==> src/rtl/riscv_rf_wb_arbiter_if.sv <==
// Writeback arbiter bus: producer enqueue side plus the two register-file write ports.
// pending_o is present only when RF_WB_SCOREBOARD_EN is defined.
interface riscv_rf_wb_arbiter_if #(
    parameter int NUM_SRC    = 4,
    parameter int ADDR_WIDTH = 6,
    parameter int DATA_WIDTH = 32
);
    logic [NUM_SRC-1:0]            src_valid_i;
    logic [NUM_SRC-1:0]            src_ready_o;
    logic [NUM_SRC*ADDR_WIDTH-1:0] src_addr_i;
    logic [NUM_SRC*DATA_WIDTH-1:0] src_data_i;
    logic                          flush_i;
    logic [ADDR_WIDTH-1:0]         waddr_a_o;
    logic [DATA_WIDTH-1:0]         wdata_a_o;
    logic                          we_a_o;
    logic [ADDR_WIDTH-1:0]         waddr_b_o;
    logic [DATA_WIDTH-1:0]         wdata_b_o;
    logic                          we_b_o;
    logic                          busy_o;
`ifdef RF_WB_SCOREBOARD_EN
    logic [2**ADDR_WIDTH-1:0]      pending_o;

    modport slave (
        input  src_valid_i, src_addr_i, src_data_i, flush_i,
        output src_ready_o, waddr_a_o, wdata_a_o, we_a_o,
        output waddr_b_o, wdata_b_o, we_b_o, busy_o, pending_o
    );
    modport master (
        output src_valid_i, src_addr_i, src_data_i, flush_i,
        input  src_ready_o, waddr_a_o, wdata_a_o, we_a_o,
        input  waddr_b_o, wdata_b_o, we_b_o, busy_o, pending_o
    );
`else
    modport slave (
        input  src_valid_i, src_addr_i, src_data_i, flush_i,
        output src_ready_o, waddr_a_o, wdata_a_o, we_a_o,
        output waddr_b_o, wdata_b_o, we_b_o, busy_o
    );
    modport master (
        output src_valid_i, src_addr_i, src_data_i, flush_i,
        input  src_ready_o, waddr_a_o, wdata_a_o, we_a_o,
        input  waddr_b_o, wdata_b_o, we_b_o, busy_o
    );
`endif
endinterface

==> src/rtl/riscv_rf_wb_arbiter.sv <==
// Per-source result FIFOs feeding two register-file write ports, dual-issue round-robin.
// Optional RF_WB_SCOREBOARD_EN adds pending_o, a map of registers with writes in flight.
module riscv_rf_wb_arbiter #(
    parameter int NUM_SRC    = 4,
    parameter int ADDR_WIDTH = 6,
    parameter int DATA_WIDTH = 32,
    parameter int FIFO_DEPTH = 2
) (
    input logic                  clk,
    input logic                  rst_n,
    riscv_rf_wb_arbiter_if.slave bus
);
    localparam int PTR_W = $clog2(FIFO_DEPTH);
    localparam int CNT_W = PTR_W + 1;
    localparam int SRC_W = $clog2(NUM_SRC);
    localparam int ENT_W = ADDR_WIDTH + DATA_WIDTH;

    logic [CNT_W-1:0]      count_q [NUM_SRC];
    logic [CNT_W-1:0]      count_d [NUM_SRC];
    logic [PTR_W-1:0]      rd_ptr_q [NUM_SRC];
    logic [PTR_W-1:0]      rd_ptr_d [NUM_SRC];
    logic [PTR_W-1:0]      wr_ptr_q [NUM_SRC];
    logic [PTR_W-1:0]      wr_ptr_d [NUM_SRC];
    logic [SRC_W-1:0]      rr_ptr_q, rr_ptr_d;
    logic [ADDR_WIDTH-1:0] waddr_a_q, waddr_a_d, waddr_b_q, waddr_b_d;
    logic [DATA_WIDTH-1:0] wdata_a_q, wdata_a_d, wdata_b_q, wdata_b_d;
    logic                  we_a_q, we_a_d, we_b_q, we_b_d;

    logic [NUM_SRC-1:0]    src_ready, push, pop, not_empty, cand, zero_head;
    logic [ADDR_WIDTH-1:0] head_addr [NUM_SRC];
    logic [DATA_WIDTH-1:0] head_data [NUM_SRC];
    logic                  g1_vld, g2_vld, g2_issue, issue_a, issue_b;
    logic [SRC_W-1:0]      g1_idx, g2_idx;

`ifdef RF_WB_SCOREBOARD_EN
    logic                  ent_vld  [NUM_SRC][FIFO_DEPTH];
    logic [ADDR_WIDTH-1:0] ent_addr [NUM_SRC][FIFO_DEPTH];
    logic [2**ADDR_WIDTH-1:0] pending;
`endif

    function automatic logic [SRC_W-1:0] rr_next(input logic [SRC_W-1:0] s);
        return (s == SRC_W'(NUM_SRC - 1)) ? '0 : s + SRC_W'(1);
    endfunction

    genvar gi;
    generate
        for (gi = 0; gi < NUM_SRC; gi++) begin : g_src
            logic [ENT_W-1:0] mem_q [FIFO_DEPTH];

            always_ff @(posedge clk) begin
                if (push[gi]) begin
                    mem_q[wr_ptr_q[gi]] <= {bus.src_addr_i[gi*ADDR_WIDTH +: ADDR_WIDTH],
                                            bus.src_data_i[gi*DATA_WIDTH +: DATA_WIDTH]};
                end
            end

            assign not_empty[gi] = (count_q[gi] != '0);
            assign src_ready[gi] = (count_q[gi] < CNT_W'(FIFO_DEPTH));
            assign push[gi]      = bus.src_valid_i[gi] & src_ready[gi] & ~bus.flush_i;
            assign head_addr[gi] = mem_q[rd_ptr_q[gi]][ENT_W-1 -: ADDR_WIDTH];
            assign head_data[gi] = mem_q[rd_ptr_q[gi]][DATA_WIDTH-1:0];
            // x0 heads are discarded in place and never compete for a port
            assign zero_head[gi] = not_empty[gi] && (head_addr[gi] == '0);
            assign cand[gi]      = not_empty[gi] && (head_addr[gi] != '0);
            assign pop[gi]       = zero_head[gi]
                                 | (issue_a && (g1_idx == SRC_W'(gi)))
                                 | (issue_b && (g2_idx == SRC_W'(gi)));

`ifdef RF_WB_SCOREBOARD_EN
            genvar ge;
            for (ge = 0; ge < FIFO_DEPTH; ge++) begin : g_ent
                logic [PTR_W-1:0] off;
                assign off               = PTR_W'(ge) - rd_ptr_q[gi];
                assign ent_vld[gi][ge]   = ({1'b0, off} < count_q[gi]);
                assign ent_addr[gi][ge]  = mem_q[ge][ENT_W-1 -: ADDR_WIDTH];
            end
`endif
        end
    endgenerate

    always_comb begin
        int j;
        j      = 0;
        g1_vld = 1'b0;
        g2_vld = 1'b0;
        g1_idx = '0;
        g2_idx = '0;
        for (int k = 0; k < NUM_SRC; k++) begin
            j = int'(rr_ptr_q) + k;
            if (j >= NUM_SRC) j = j - NUM_SRC;
            if (cand[j]) begin
                if (!g1_vld) begin
                    g1_vld = 1'b1;
                    g1_idx = SRC_W'(j);
                end else if (!g2_vld) begin
                    g2_vld = 1'b1;
                    g2_idx = SRC_W'(j);
                end
            end
        end
    end

    // A same-address second grant waits a cycle so A and B never collide
    assign g2_issue = g2_vld && (head_addr[g2_idx] != head_addr[g1_idx]);
    assign issue_a  = g1_vld & ~bus.flush_i;
    assign issue_b  = g2_issue & ~bus.flush_i;

    always_comb begin
        for (int s = 0; s < NUM_SRC; s++) begin
            count_d[s]  = count_q[s];
            rd_ptr_d[s] = rd_ptr_q[s];
            wr_ptr_d[s] = wr_ptr_q[s];
            if (bus.flush_i) begin
                count_d[s]  = '0;
                rd_ptr_d[s] = '0;
                wr_ptr_d[s] = '0;
            end else begin
                if (push[s]) wr_ptr_d[s] = wr_ptr_q[s] + PTR_W'(1);
                if (pop[s])  rd_ptr_d[s] = rd_ptr_q[s] + PTR_W'(1);
                count_d[s] = count_q[s] + CNT_W'(push[s]) - CNT_W'(pop[s]);
            end
        end

        rr_ptr_d = rr_ptr_q;
        if (issue_b)      rr_ptr_d = rr_next(g2_idx);
        else if (issue_a) rr_ptr_d = rr_next(g1_idx);

        we_a_d    = issue_a;
        we_b_d    = issue_b;
        waddr_a_d = issue_a ? head_addr[g1_idx] : waddr_a_q;
        wdata_a_d = issue_a ? head_data[g1_idx] : wdata_a_q;
        waddr_b_d = issue_b ? head_addr[g2_idx] : waddr_b_q;
        wdata_b_d = issue_b ? head_data[g2_idx] : wdata_b_q;
    end

    always_ff @(posedge clk or negedge rst_n) begin
        if (!rst_n) begin
            for (int s = 0; s < NUM_SRC; s++) begin
                count_q[s]  <= '0;
                rd_ptr_q[s] <= '0;
                wr_ptr_q[s] <= '0;
            end
            rr_ptr_q  <= '0;
            we_a_q    <= 1'b0;
            we_b_q    <= 1'b0;
            waddr_a_q <= '0;
            wdata_a_q <= '0;
            waddr_b_q <= '0;
            wdata_b_q <= '0;
        end else begin
            for (int s = 0; s < NUM_SRC; s++) begin
                count_q[s]  <= count_d[s];
                rd_ptr_q[s] <= rd_ptr_d[s];
                wr_ptr_q[s] <= wr_ptr_d[s];
            end
            rr_ptr_q  <= rr_ptr_d;
            we_a_q    <= we_a_d;
            we_b_q    <= we_b_d;
            waddr_a_q <= waddr_a_d;
            wdata_a_q <= wdata_a_d;
            waddr_b_q <= waddr_b_d;
            wdata_b_q <= wdata_b_d;
        end
    end

    assign bus.src_ready_o = src_ready;
    assign bus.we_a_o      = we_a_q;
    assign bus.waddr_a_o   = waddr_a_q;
    assign bus.wdata_a_o   = wdata_a_q;
    assign bus.we_b_o      = we_b_q;
    assign bus.waddr_b_o   = waddr_b_q;
    assign bus.wdata_b_o   = wdata_b_q;
    assign bus.busy_o      = (|not_empty) | we_a_q | we_b_q;

`ifdef RF_WB_SCOREBOARD_EN
    always_comb begin
        pending = '0;
        for (int s = 0; s < NUM_SRC; s++) begin
            for (int e = 0; e < FIFO_DEPTH; e++) begin
                if (ent_vld[s][e]) pending[ent_addr[s][e]] = 1'b1;
            end
        end
        if (we_a_q) pending[waddr_a_q] = 1'b1;
        if (we_b_q) pending[waddr_b_q] = 1'b1;
        pending[0] = 1'b0;
    end

    assign bus.pending_o = pending;
`endif
endmodule
==> src/flat_wrapper.sv <==
// flat-port wrapper written by rule: the top's interface ports become plain ports
module riscv_rf_wb_arbiter_flat 
#(
    parameter int NUM_SRC    = 4,
    parameter int ADDR_WIDTH = 6,
    parameter int DATA_WIDTH = 32,
    parameter int FIFO_DEPTH = 2
)
  (clk, rst_n, bus_src_valid_i, bus_src_addr_i, bus_src_data_i, bus_flush_i, bus_src_ready_o, bus_waddr_a_o, bus_wdata_a_o, bus_we_a_o, bus_waddr_b_o, bus_wdata_b_o, bus_we_b_o, bus_busy_o);
  riscv_rf_wb_arbiter_if #(.NUM_SRC(NUM_SRC), .ADDR_WIDTH(ADDR_WIDTH), .DATA_WIDTH(DATA_WIDTH)) bus_i ();
  input logic clk;
  input logic rst_n;
  input wire logic [$bits(bus_i.src_valid_i)-1:0] bus_src_valid_i;
  input wire logic [$bits(bus_i.src_addr_i)-1:0] bus_src_addr_i;
  input wire logic [$bits(bus_i.src_data_i)-1:0] bus_src_data_i;
  input wire logic [$bits(bus_i.flush_i)-1:0] bus_flush_i;
  output wire logic [$bits(bus_i.src_ready_o)-1:0] bus_src_ready_o;
  output wire logic [$bits(bus_i.waddr_a_o)-1:0] bus_waddr_a_o;
  output wire logic [$bits(bus_i.wdata_a_o)-1:0] bus_wdata_a_o;
  output wire logic [$bits(bus_i.we_a_o)-1:0] bus_we_a_o;
  output wire logic [$bits(bus_i.waddr_b_o)-1:0] bus_waddr_b_o;
  output wire logic [$bits(bus_i.wdata_b_o)-1:0] bus_wdata_b_o;
  output wire logic [$bits(bus_i.we_b_o)-1:0] bus_we_b_o;
  output wire logic [$bits(bus_i.busy_o)-1:0] bus_busy_o;
  assign bus_i.src_valid_i = bus_src_valid_i;
  assign bus_i.src_addr_i = bus_src_addr_i;
  assign bus_i.src_data_i = bus_src_data_i;
  assign bus_i.flush_i = bus_flush_i;
  assign bus_src_ready_o = bus_i.src_ready_o;
  assign bus_waddr_a_o = bus_i.waddr_a_o;
  assign bus_wdata_a_o = bus_i.wdata_a_o;
  assign bus_we_a_o = bus_i.we_a_o;
  assign bus_waddr_b_o = bus_i.waddr_b_o;
  assign bus_wdata_b_o = bus_i.wdata_b_o;
  assign bus_we_b_o = bus_i.we_b_o;
  assign bus_busy_o = bus_i.busy_o;
  riscv_rf_wb_arbiter #(.NUM_SRC(NUM_SRC), .ADDR_WIDTH(ADDR_WIDTH), .DATA_WIDTH(DATA_WIDTH), .FIFO_DEPTH(FIFO_DEPTH)) u_core (.clk(clk), .rst_n(rst_n), .bus(bus_i));
endmodule
==> config.mk <==
export PLATFORM = sky130hd
export DESIGN_NAME = riscv_rf_wb_arbiter_flat
export DESIGN_NICKNAME = d
export VERILOG_FILES = /design/src/rtl/riscv_rf_wb_arbiter_if.sv /design/src/rtl/riscv_rf_wb_arbiter.sv /design/src/flat_wrapper.sv
export SDC_FILE = /design/constraint.sdc
export NUM_CORES = 1
export LEC_CHECK = 0
export BUFFER_PORTS_ARGS = -buffer_cell sky130_fd_sc_hd__buf_2
export CAP_MARGIN = 5
export CELL_PAD_IN_SITES_DETAIL_PLACEMENT = 0
export CELL_PAD_IN_SITES_GLOBAL_PLACEMENT = 2
export CORE_UTILIZATION = 25
export DETAILED_ROUTE_END_ITERATION = 8
export GPL_TIMING_DRIVEN = 0
export PLACE_DENSITY_LB_ADDON = 0.1
export SYNTH_ARGS = -nofsm -noshare
export SYNTH_HDL_FRONTEND = slang
export SYNTH_SLANG_ARGS = --single-unit
==> constraint.sdc <==
create_clock -name clk -period 15.05 [get_ports clk]
set_input_delay 0.7525 -clock clk [delete_from_list [all_inputs] [get_ports clk]]
set_output_delay 0.7525 -clock clk [all_outputs]
set_load 0.03 [all_outputs]
==> results of run 1 <==
layer usage:
metal | vias up | wire [um] | track usage (%)
li1 | 5749 | - | -
met1 | 6084 | 28300 | 22.5
met2 | 307 | 32100 | 30.3
met4 | 4 | 1380 | 4.39
met3 | 78 | 2840 | 3.11
met5 | - | 23 | 0
kinds of logic (layout without fill, tap and decap cells):
group / after synthesis / after routing / share of synthesized area, %
AO/OA/AOI/OAI: 220 / 220 / 7.95
XOR/XNOR: 19 / 19 / 1.00
adder cells (fa/ha/maj): 19 / 19 / 1.30
buffers and inverters: 126 / 466 / 2.90
flip-flops: 400 / 400 / 63.8
multiplexers: 206 / 206 / 12.7
other: 0 / 1 / 0
AND/OR/NAND/NOR: 407 / 407 / 10.3
layout by cell type (no fill, tap or decap), drive strengths merged, types with 38 or more instances in the layout:
cell type and instances:
a21oi 45, mux2 70, buf 268, nor2 152
clkbuf 139, nand2 103, edfxtp 304, dfrtp 96
mux2i 134, o21ai 51, nor3 38, nor2b 51
final timing paths:
path / start / to / slack, ns / depth (start not counted)
worst max-delay path: u_core.rd_ptr_q[3]$_DFFE_PN0P_ / u_core.count_q[1]$_DFF_PN0_ / 8.31 / 23
worst min-delay path: rst_n / u_core.bus.waddr_b_o[1]$_DFFE_PN0P_ / 0.08 / 1
worst max register to register: u_core.rd_ptr_q[3]$_DFFE_PN0P_ / u_core.count_q[1]$_DFF_PN0_ / 8.31 / 23
worst min register to register: u_core.bus.wdata_b_o[0]$_DFFE_PN0P_ / u_core.bus.wdata_b_o[0]$_DFFE_PN0P_ / 0.49 / 1
max in group asynchronous: rst_n / u_core.bus.wdata_b_o[16]$_DFFE_PN0P_ / 14.24 / 2
min in group clk: bus_src_data_i[88] / u_core.g_src[2].mem_q[0][24]$_DFFE_PP_ / 0.35 / 1
power by group through the flow:
stage / clock (uW) / combinational, uW / sequential, uW
6_report: 1150 / 2580 / 1510
5_1_grt: 1230 / 2830 / 1530
4_1_cts: 1190 / 2650 / 1520
3_5_place_dp: 0 / 2640 / 1540
3_3_place_gp: 0 / 2620 / 1550
2_1_floorplan: 0 / 1470 / 1700
per-stage QoR:
stage          worst slack, ns  area [um2]  power, uW  instances  util [%]
2_1_floorplan             9.80       18100       3170       1397         -
3_3_place_gp              8.25       20500       4160       2587      28.6
3_5_place_dp              8.22       20700       4180       2596      29.0
4_1_cts                   8.21       22300       5350       2687      31.1
5_1_grt                   7.79       22300       5580       2687      31.1
6_report                  8.31       22300       5240       2688      31.1
worst max-delay path: stages, from the launching register on:
cell and delay, ns:
sky130_fd_sc_hd__dfrtp_1 0.38, sky130_fd_sc_hd__buf_2 0.19, sky130_fd_sc_hd__buf_2 0.25, sky130_fd_sc_hd__a21oi_1 0.55
sky130_fd_sc_hd__o22ai_1 0.44, sky130_fd_sc_hd__mux2i_1 0.47, sky130_fd_sc_hd__mux2_2 0.38, sky130_fd_sc_hd__o21ai_1 0.12
sky130_fd_sc_hd__a22o_1 0.14, sky130_fd_sc_hd__buf_2 0.34, sky130_fd_sc_hd__buf_1 0.58, sky130_fd_sc_hd__buf_1 0.69
sky130_fd_sc_hd__inv_1 0.15, sky130_fd_sc_hd__ha_1 0.25, sky130_fd_sc_hd__a21oi_1 0.18, sky130_fd_sc_hd__nand3_1 0.09
sky130_fd_sc_hd__o21ai_0 0.38, sky130_fd_sc_hd__inv_1 0.09, sky130_fd_sc_hd__ha_1 0.28, sky130_fd_sc_hd__inv_1 0.04
sky130_fd_sc_hd__ha_1 0.19, sky130_fd_sc_hd__xnor2_1 0.19, sky130_fd_sc_hd__xnor2_1 0.14, sky130_fd_sc_hd__nor2_1 0.05
registers in the layout, summed over array words and instances, names as in the netlist:
register	count
u_core.bus.we_a_o	1
u_core.bus.we_b_o	1
u_core.bus.wdata_a_o	32
u_core.bus.wdata_b_o	32
u_core.bus.waddr_b_o	6
u_core.wr_ptr_q	4
u_core.g_src.mem_q	304
u_core.rd_ptr_q	4
u_core.rr_ptr_q	2
u_core.count_q	8
u_core.bus.waddr_a_o	6
layout make-up:
type	count	area [um2]	area share, %
diodes	1	2.50	0.0112
plain buffers	90	389	1.75
multi-input cells	871	6060	27.2
clock buffers	68	1360	6.11
flip-flops and latches	400	11500	51.8
inverters	36	135	0.607
repair buffers	249	1400	6.30
well taps	950	1190	5.34
clock inverters	23	191	0.860
==> load_flow_metrics.sql, run 1 <==
INSERT INTO impl_metrics (metric_group, metric, value, unit) VALUES
('global_route', 'grt_start_max_net_pins', '63', ''),
('worst_setup_path', 'worst-endpoint-arrival', '7.19', 'ns'),
('detailed_routing', 'post_drt_wl_per_cell', '24.0', 'um'),
('worst_setup_path', 'path_class', 'flop to flop', ''),
('timing', 'final_hold_viol_count', '0', ''),
('floorplanning', 'io_pins', '242', ''),
('timing', 'clock-skew-final', '0.0171', 'ns'),
('timing', 'timing_max_transition_violations_final', '0', ''),
('timing', 'post-route-min-period', '6.74', 'ns'),
('cts', 'post-cts-setup-buffers', '0', ''),
('cts', 'cts_tree', 'yes', ''),
('power_and_ir_drop', 'clock_network_fraction_of_design_power', '21.9', '%'),
('worst_setup_path', 'setup.worst_path.start_class', 'flop', ''),
('floorplanning', 'std_cell_rows', '98', ''),
('detailed_routing', 'routed_wl', '64.6', 'mm'),
('timing', 'worst_pin_slew', '1.21', 'ns'),
('logic_synthesis', 'async_reset_ff_share', '24.0', '%'),
('cts', 'number_of_buffers_between_clock_root_and_the_deepest_sink', '3', ''),
('global_route', 'antenna_found_initial', '3', ''),
('flow_run', 'maxCapViolCount', '0', ''),
('detailed_routing', 'final_antenna_net_count', '0', ''),
('floorplanning', 'die_w', '271', 'um'),
('cts', 'htree_num_levels', '2', ''),
('logic_synthesis', 'yosys.area.top_type_share', '50.5', '%'),
('logic_synthesis', 'yosysSeqAreaShare', '63.8', '%'),
('cts', 'postCtsHoldBufs', '0', ''),
('worst_setup_path', 'worst_setup_path_end_kind', 'flop', ''),
('global_route', 'grt_pass1_vias', '12891', ''),
('run_status', 'run_status', 'complete, no violations', ''),
('logic_synthesis', 'postSynth.topFlopCell', 'sky130_fd_sc_hd__edfxtp_1', ''),
('final_layout', 'drive_gt1_share', '24.2', '%'),
('cts', 'cts_made_buffers', '49', ''),
('timing', 'post-route-period-util', '44.8', '%'),
('worst_setup_path', 'worst-path-max-fanout', '11', ''),
('power_and_ir_drop', 'areal_power_density_over_the_cells', '236', 'nW/um2'),
('timing', 'setup_viol', '0', ''),
('logic_synthesis', 'synthesis.instances', '1397', ''),
('worst_hold_path', 'hp-class', 'input port to asynchronous set/reset pin', ''),
('floorplanning', 'floorplan.initialDensity', '25.3', '%'),
('detailed_routing', 'dr.first_iter.drc_count', '592', ''),
('logic_synthesis', 'synth.area.top_cells', 'sky130_fd_sc_hd__edfxtp_1 (51%), sky130_fd_sc_hd__dfrtp_1 (13%), sky130_fd_sc_hd__mux2i_1 (7.3%)', ''),
('cts', 'tritoncts_num_sinks', '400', ''),
('timing', 'worst_slew_margin_rel', '19.6', '%'),
('placed_design', 'dp_hpwl', '47.0', 'mm'),
('final_layout', 'final.fill_count', '7245', ''),
('final_layout', 'area_growth', '23.1', '%'),
('power_and_ir_drop', 'intPower', '2930', 'uW'),
('cts', 'clock_pin_slew_of_the_registers_on_the_worst_case_setup_and_hold_paths', '0.06', 'ns'),
('logic_synthesis', 'synth.yosys.warnings', '0', ''),
('global_route', 'grt_use_total', '17.5', '%'),
('logic_synthesis', 'syn-mean-instance-area', '12.9', 'um2'),
('floorplanning', 'fp.dieArea', '73400', 'um2'),
('power_and_ir_drop', 'share_seq_of_total_power', '28.8', '%'),
('power_and_ir_drop', 'peakVddDrop', '0.0000924', 'V'),
('worst_setup_path', 'crit_path_required_time', '15.50', 'ns'),
('cts', 'clock_latency_on_the_worst_skew_pair', '0.59', 'ns'),
('timing', 'total_negative_setup_slack', '0', 'ns'),
('placed_design', 'io_buffers', '240', ''),
('global_route', 'grt_first_pass_wirelength', '91.5', 'mm'),
('logic_synthesis', 'yosysMostFrequentCell', 'sky130_fd_sc_hd__edfxtp_1', ''),
('power_and_ir_drop', 'switching_share', '44.1', '%'),
('logic_synthesis', 'synthesis.area', '18100', 'um2'),
('detailed_routing', 'detailedRoute.firstPassIterationCount', '5', ''),
('logic_synthesis', 'synthesized_flop_and_latch_total', '400', ''),
('timing', 'fin_hold_ws', '0.0769', 'ns'),
('logic_synthesis', 'syn_nets', '1574', ''),
('logic_synthesis', 'synth_edf_count', '304', ''),
('logic_synthesis', 'netlist-cell-type-count', '54', ''),
('timing', 'maxClockFrequency', '148', 'MHz'),
('global_route', 'grt_remaining_overflow', '0', ''),
('logic_synthesis', 'synth.top_cells.by_count', 'sky130_fd_sc_hd__edfxtp_1 (304), sky130_fd_sc_hd__nor2_1 (152), sky130_fd_sc_hd__mux2i_1 (132)', '');
No activity file was read; power rests on OpenSTA's default activity.
==> inputs of run 2 (changes only) <==
==> constraint.sdc (replaced) <==
create_clock -name clk -period 6.2 [get_ports clk]
set_input_delay 0.31 -clock clk [delete_from_list [all_inputs] [get_ports clk]]
set_output_delay 0.31 -clock clk [all_outputs]
set_load 0.03 [all_outputs]
==> load_flow_metrics.sql, run 2 (same netlist as run 1, synthesis figures left out) <==
INSERT INTO impl_metrics (metric_group, metric, value, unit) VALUES
('timing', 'worst_pin_slew', '1.17', 'ns'),
('detailed_routing', 'routed_wl', '65.6', 'mm'),
('power_and_ir_drop', 'areal_power_density_over_the_cells', '539', 'nW/um2'),
('final_layout', 'largest_register_ff_count', '304', ''),
('timing', 'timing_max_transition_violations_final', '0', ''),
('final_layout', 'area_growth', '31.8', '%'),
('placed_design', 'dpl-instance-area', '20700', 'um2'),
('detailed_routing', 'dr.first_iter.drc_count', '550', ''),
('timing', 'post-route-min-period', '5.79', 'ns'),
('global_route', 'grt_first_pass_wirelength', '93.4', 'mm'),
('power_and_ir_drop', 'peakVddDrop', '0.000241', 'V'),
('timing', 'total_negative_setup_slack', '0', 'ns'),
('global_route', 'met2_demand_to_capacity_share_in_global_routing', '30.8', '%'),
('floorplanning', 'fp.dieArea', '73400', 'um2'),
('cts', 'htree_num_levels', '2', ''),
('detailed_routing', 'route.vias.total', '12864', ''),
('floorplanning', 'std_cell_rows', '98', ''),
('timing', 'grt_setup_unrepaired', 'false', ''),
('final_layout', 'num-nets-final', '2026', ''),
('worst_setup_path', 'path_class', 'flop to flop', ''),
('global_route', 'gr-max-usage-layer', 'met2', ''),
('worst_setup_path', 'worst-endpoint-arrival', '6.23', 'ns'),
('timing', 'clock-skew-final', '0.0169', 'ns'),
('worst_setup_path', 'critical-path-top-cell-by-count', 'sky130_fd_sc_hd__inv_1', ''),
('global_route', 'grt_util_met1', '22.7', '%'),
('timing', 'post-route-period-util', '93.3', '%'),
('detailed_routing', 'post_drt_wl_per_cell', '23.1', 'um'),
('floorplanning', 'die-height', '271', 'um'),
('worst_setup_path', 'crit_path_required_time', '6.64', 'ns'),
('global_route', 'antenna_found_initial', '2', ''),
('cts', 'clk_root_buffer_cell', 'sky130_fd_sc_hd__clkbuf_16', ''),
('floorplanning', 'io_pins', '242', ''),
('worst_setup_path', 'cp_slowest_stage_delay', '0.68', 'ns'),
('cts', 'number_of_buffers_between_clock_root_and_the_deepest_sink', '3', ''),
('detailed_routing', 'number_of_drc_violations_after_detailed_routing', '0', ''),
('final_layout', 'most-common-layout-cells', 'sky130_fd_sc_hd__edfxtp_1 (304), sky130_fd_sc_hd__buf_2 (244), sky130_fd_sc_hd__dlygate4sd3_1 (153), sky130_fd_sc_hd__nor2_1 (152), sky130_fd_sc_hd__mux2i_1 (132)', ''),
('cts', 'tritoncts_num_sinks', '400', ''),
('global_route', 'grt_pass1_vias', '13471', ''),
('power_and_ir_drop', 'static-leakage-power', '0.00887', 'uW'),
('placed_design', 'io_buffers', '240', ''),
('final_layout', 'postLayoutCellArea', '23800', 'um2'),
('placed_design', 'globalplace.congestion', '0.758', ''),
('worst_setup_path', 'timing.critical_path.cells', 'buf_2 -> mux2i_1 -> nand4_1 -> o22ai_1 -> mux2i_1 -> o32ai_1 -> a21oi_1 -> o31ai_4 -> clkbuf_2 -> inv_1 -> clkbuf_1 -> clkbuf_2 -> ha_1 -> inv_1 -> o21ai_0 -> o21ai_0 -> inv_1 -> ha_1 -> inv_1 -> ha_1 -> xnor2_1 -> xnor2_1 -> nor2_1', ''),
('placed_design', 'dpl.cell_count', '2596', ''),
('worst_hold_path', 'hp-class', 'input port to flop', ''),
('cts', 'cts_tree', 'yes', ''),
('worst_setup_path', 'worst-path-max-fanout', '11', ''),
('worst_setup_path', 'setup.worst_path.start_class', 'flop', ''),
('placed_design', 'dp_hpwl', '47.0', 'mm'),
('final_layout', 'drive_gt1_share', '22.8', '%'),
('cts', 'cts_made_buffers', '49', ''),
('final_layout', 'post_layout_nonfiller_instances', '2839', ''),
('timing', 'final_hold_viol_count', '0', ''),
('detailed_routing', 'final_antenna_net_count', '0', ''),
('global_route', 'grt_remaining_overflow', '0', ''),
('floorplanning', 'core_region_area', '71500', 'um2'),
('detailed_routing', 'detailedRoute.firstPassIterationCount', '5', ''),
('final_layout', 'finish.utilization', '33.3', '%'),
('global_route', 'grt_use_total', '17.8', '%'),
('worst_setup_path', 'worst_setup_path_end_kind', 'flop', ''),
('final_layout', 'final.fill_count', '7153', ''),
('cts', 'clock_latency_on_the_worst_skew_pair', '0.59', 'ns'),
('timing', 'worst_slew_margin_rel', '21.9', '%'),
('detailed_routing', 'routed_via_density', '4.53', ''),
('cts', 'clock_pin_slew_of_the_registers_on_the_worst_case_setup_and_hold_paths', '0.06', 'ns'),
('flow_run', 'maxCapViolCount', '0', ''),
('run_status', 'run_status', 'complete, no violations', ''),
('global_route', 'grt_start_max_net_pins', '63', ''),
('worst_setup_path', 'slowest_stage_cell_on_the_critical_path', 'sky130_fd_sc_hd__o22ai_1', ''),
('timing', 'setup_viol', '0', ''),
('final_layout', 'diodes', '0', ''),
('global_route', 'grtUsageMet3', '2.96', '%'),
('floorplanning', 'floorplan.initialDensity', '25.3', '%'),
('floorplanning', 'die_w', '271', 'um'),
('timing', 'maxClockFrequency', '173', 'MHz'),
('final_layout', 'mostFrequentLayoutCell', 'sky130_fd_sc_hd__edfxtp_1', '');
-- run 2: cell types whose count changed in the layout (fill, tap and decap cells not counted), sizes merged --
cell,before,now
dlygate4sd3,0,153
buf,268,266
clkbuf,139,140
diode,1,0
-- run 2: worst max-delay path: cells and delay by family, from the launching register on --
kind / cells / cell delay, ns
AND/OR/NAND/NOR: 2 / 0.38
flip-flops: 1 / 0.34
XOR/XNOR: 2 / 0.30
multiplexers: 2 / 0.70
adder cells (fa/ha/maj): 3 / 0.76
AO/OA/AOI/OAI: 6 / 1.53
buffers and inverters: 8 / 1.60
-- run 2: per-layer routing --
layer | wire, um | up-vias | part of all wire, %
met5 | 16 | - | 0.024
met4 | 1550 | 4 | 2.4
met3 | 2720 | 81 | 4.1
met2 | 32500 | 303 | 50
met1 | 28800 | 6424 | 44
li1 | - | 6052 | -
-- run 2: final timing paths --
| check | start | cells after the start | end | slack, ns |
|---|---|---|---|---|
| worst max-delay path | u_core.rd_ptr_q[3]$_DFFE_PN0P_ | 23 | u_core.count_q[3]$_DFF_PN0_ | 0.41 |
| worst min-delay path | bus_src_valid_i[2] | 4 | u_core.wr_ptr_q[1]$_DFFE_PN0P_ | 0.15 |
| worst max register to register | u_core.rd_ptr_q[3]$_DFFE_PN0P_ | 23 | u_core.count_q[3]$_DFF_PN0_ | 0.41 |
| worst min register to register | u_core.bus.wdata_b_o[0]$_DFFE_PN0P_ | 1 | u_core.bus.wdata_b_o[0]$_DFFE_PN0P_ | 0.49 |
| max in group asynchronous | rst_n | 3 | u_core.bus.wdata_b_o[16]$_DFFE_PN0P_ | 5.24 |
| min in group asynchronous | rst_n | 2 | u_core.bus.waddr_a_o[0]$_DFFE_PN0P_ | 0.22 |
-- run 2: what timing repair did --
action | CTS | global route
setup endpoints to repair | 9 | 8
hold buffers | 153 | 0
buffers inserted | 0 | 0
gates resized for setup | 3 | 11
hold endpoints to repair | 338 | 0
-- run 2: layout make-up --
type	instances	area, um2	area share [%]
multi-input combinational	871	6090	25.6
sequential	400	11500	48.4
buffer	89	394	1.65
inverter	36	135	0.567
clock inverter	23	191	0.804
tap	950	1190	4.99
clock buffer	68	1360	5.71
timing repair buffer	402	2930	12.3
-- run 2: report_power, final --
group	internal, uW	total [uW]	switching, uW
logic	2150	6370	4220
registers	3390	3670	282
clock network	1650	2790	1140
-- run 2: through the flow --
stage               setup slack (ns)  hold WS, ns  total power, uW
floorplan                      0.951       0.0144             7700
global placement              -0.601        0.473            10100
detailed placement            -0.631        0.248            10100
CTS                          0.00601        0.119            13100
global route                  0.0280        0.138            13700
finish                         0.414        0.154            12800
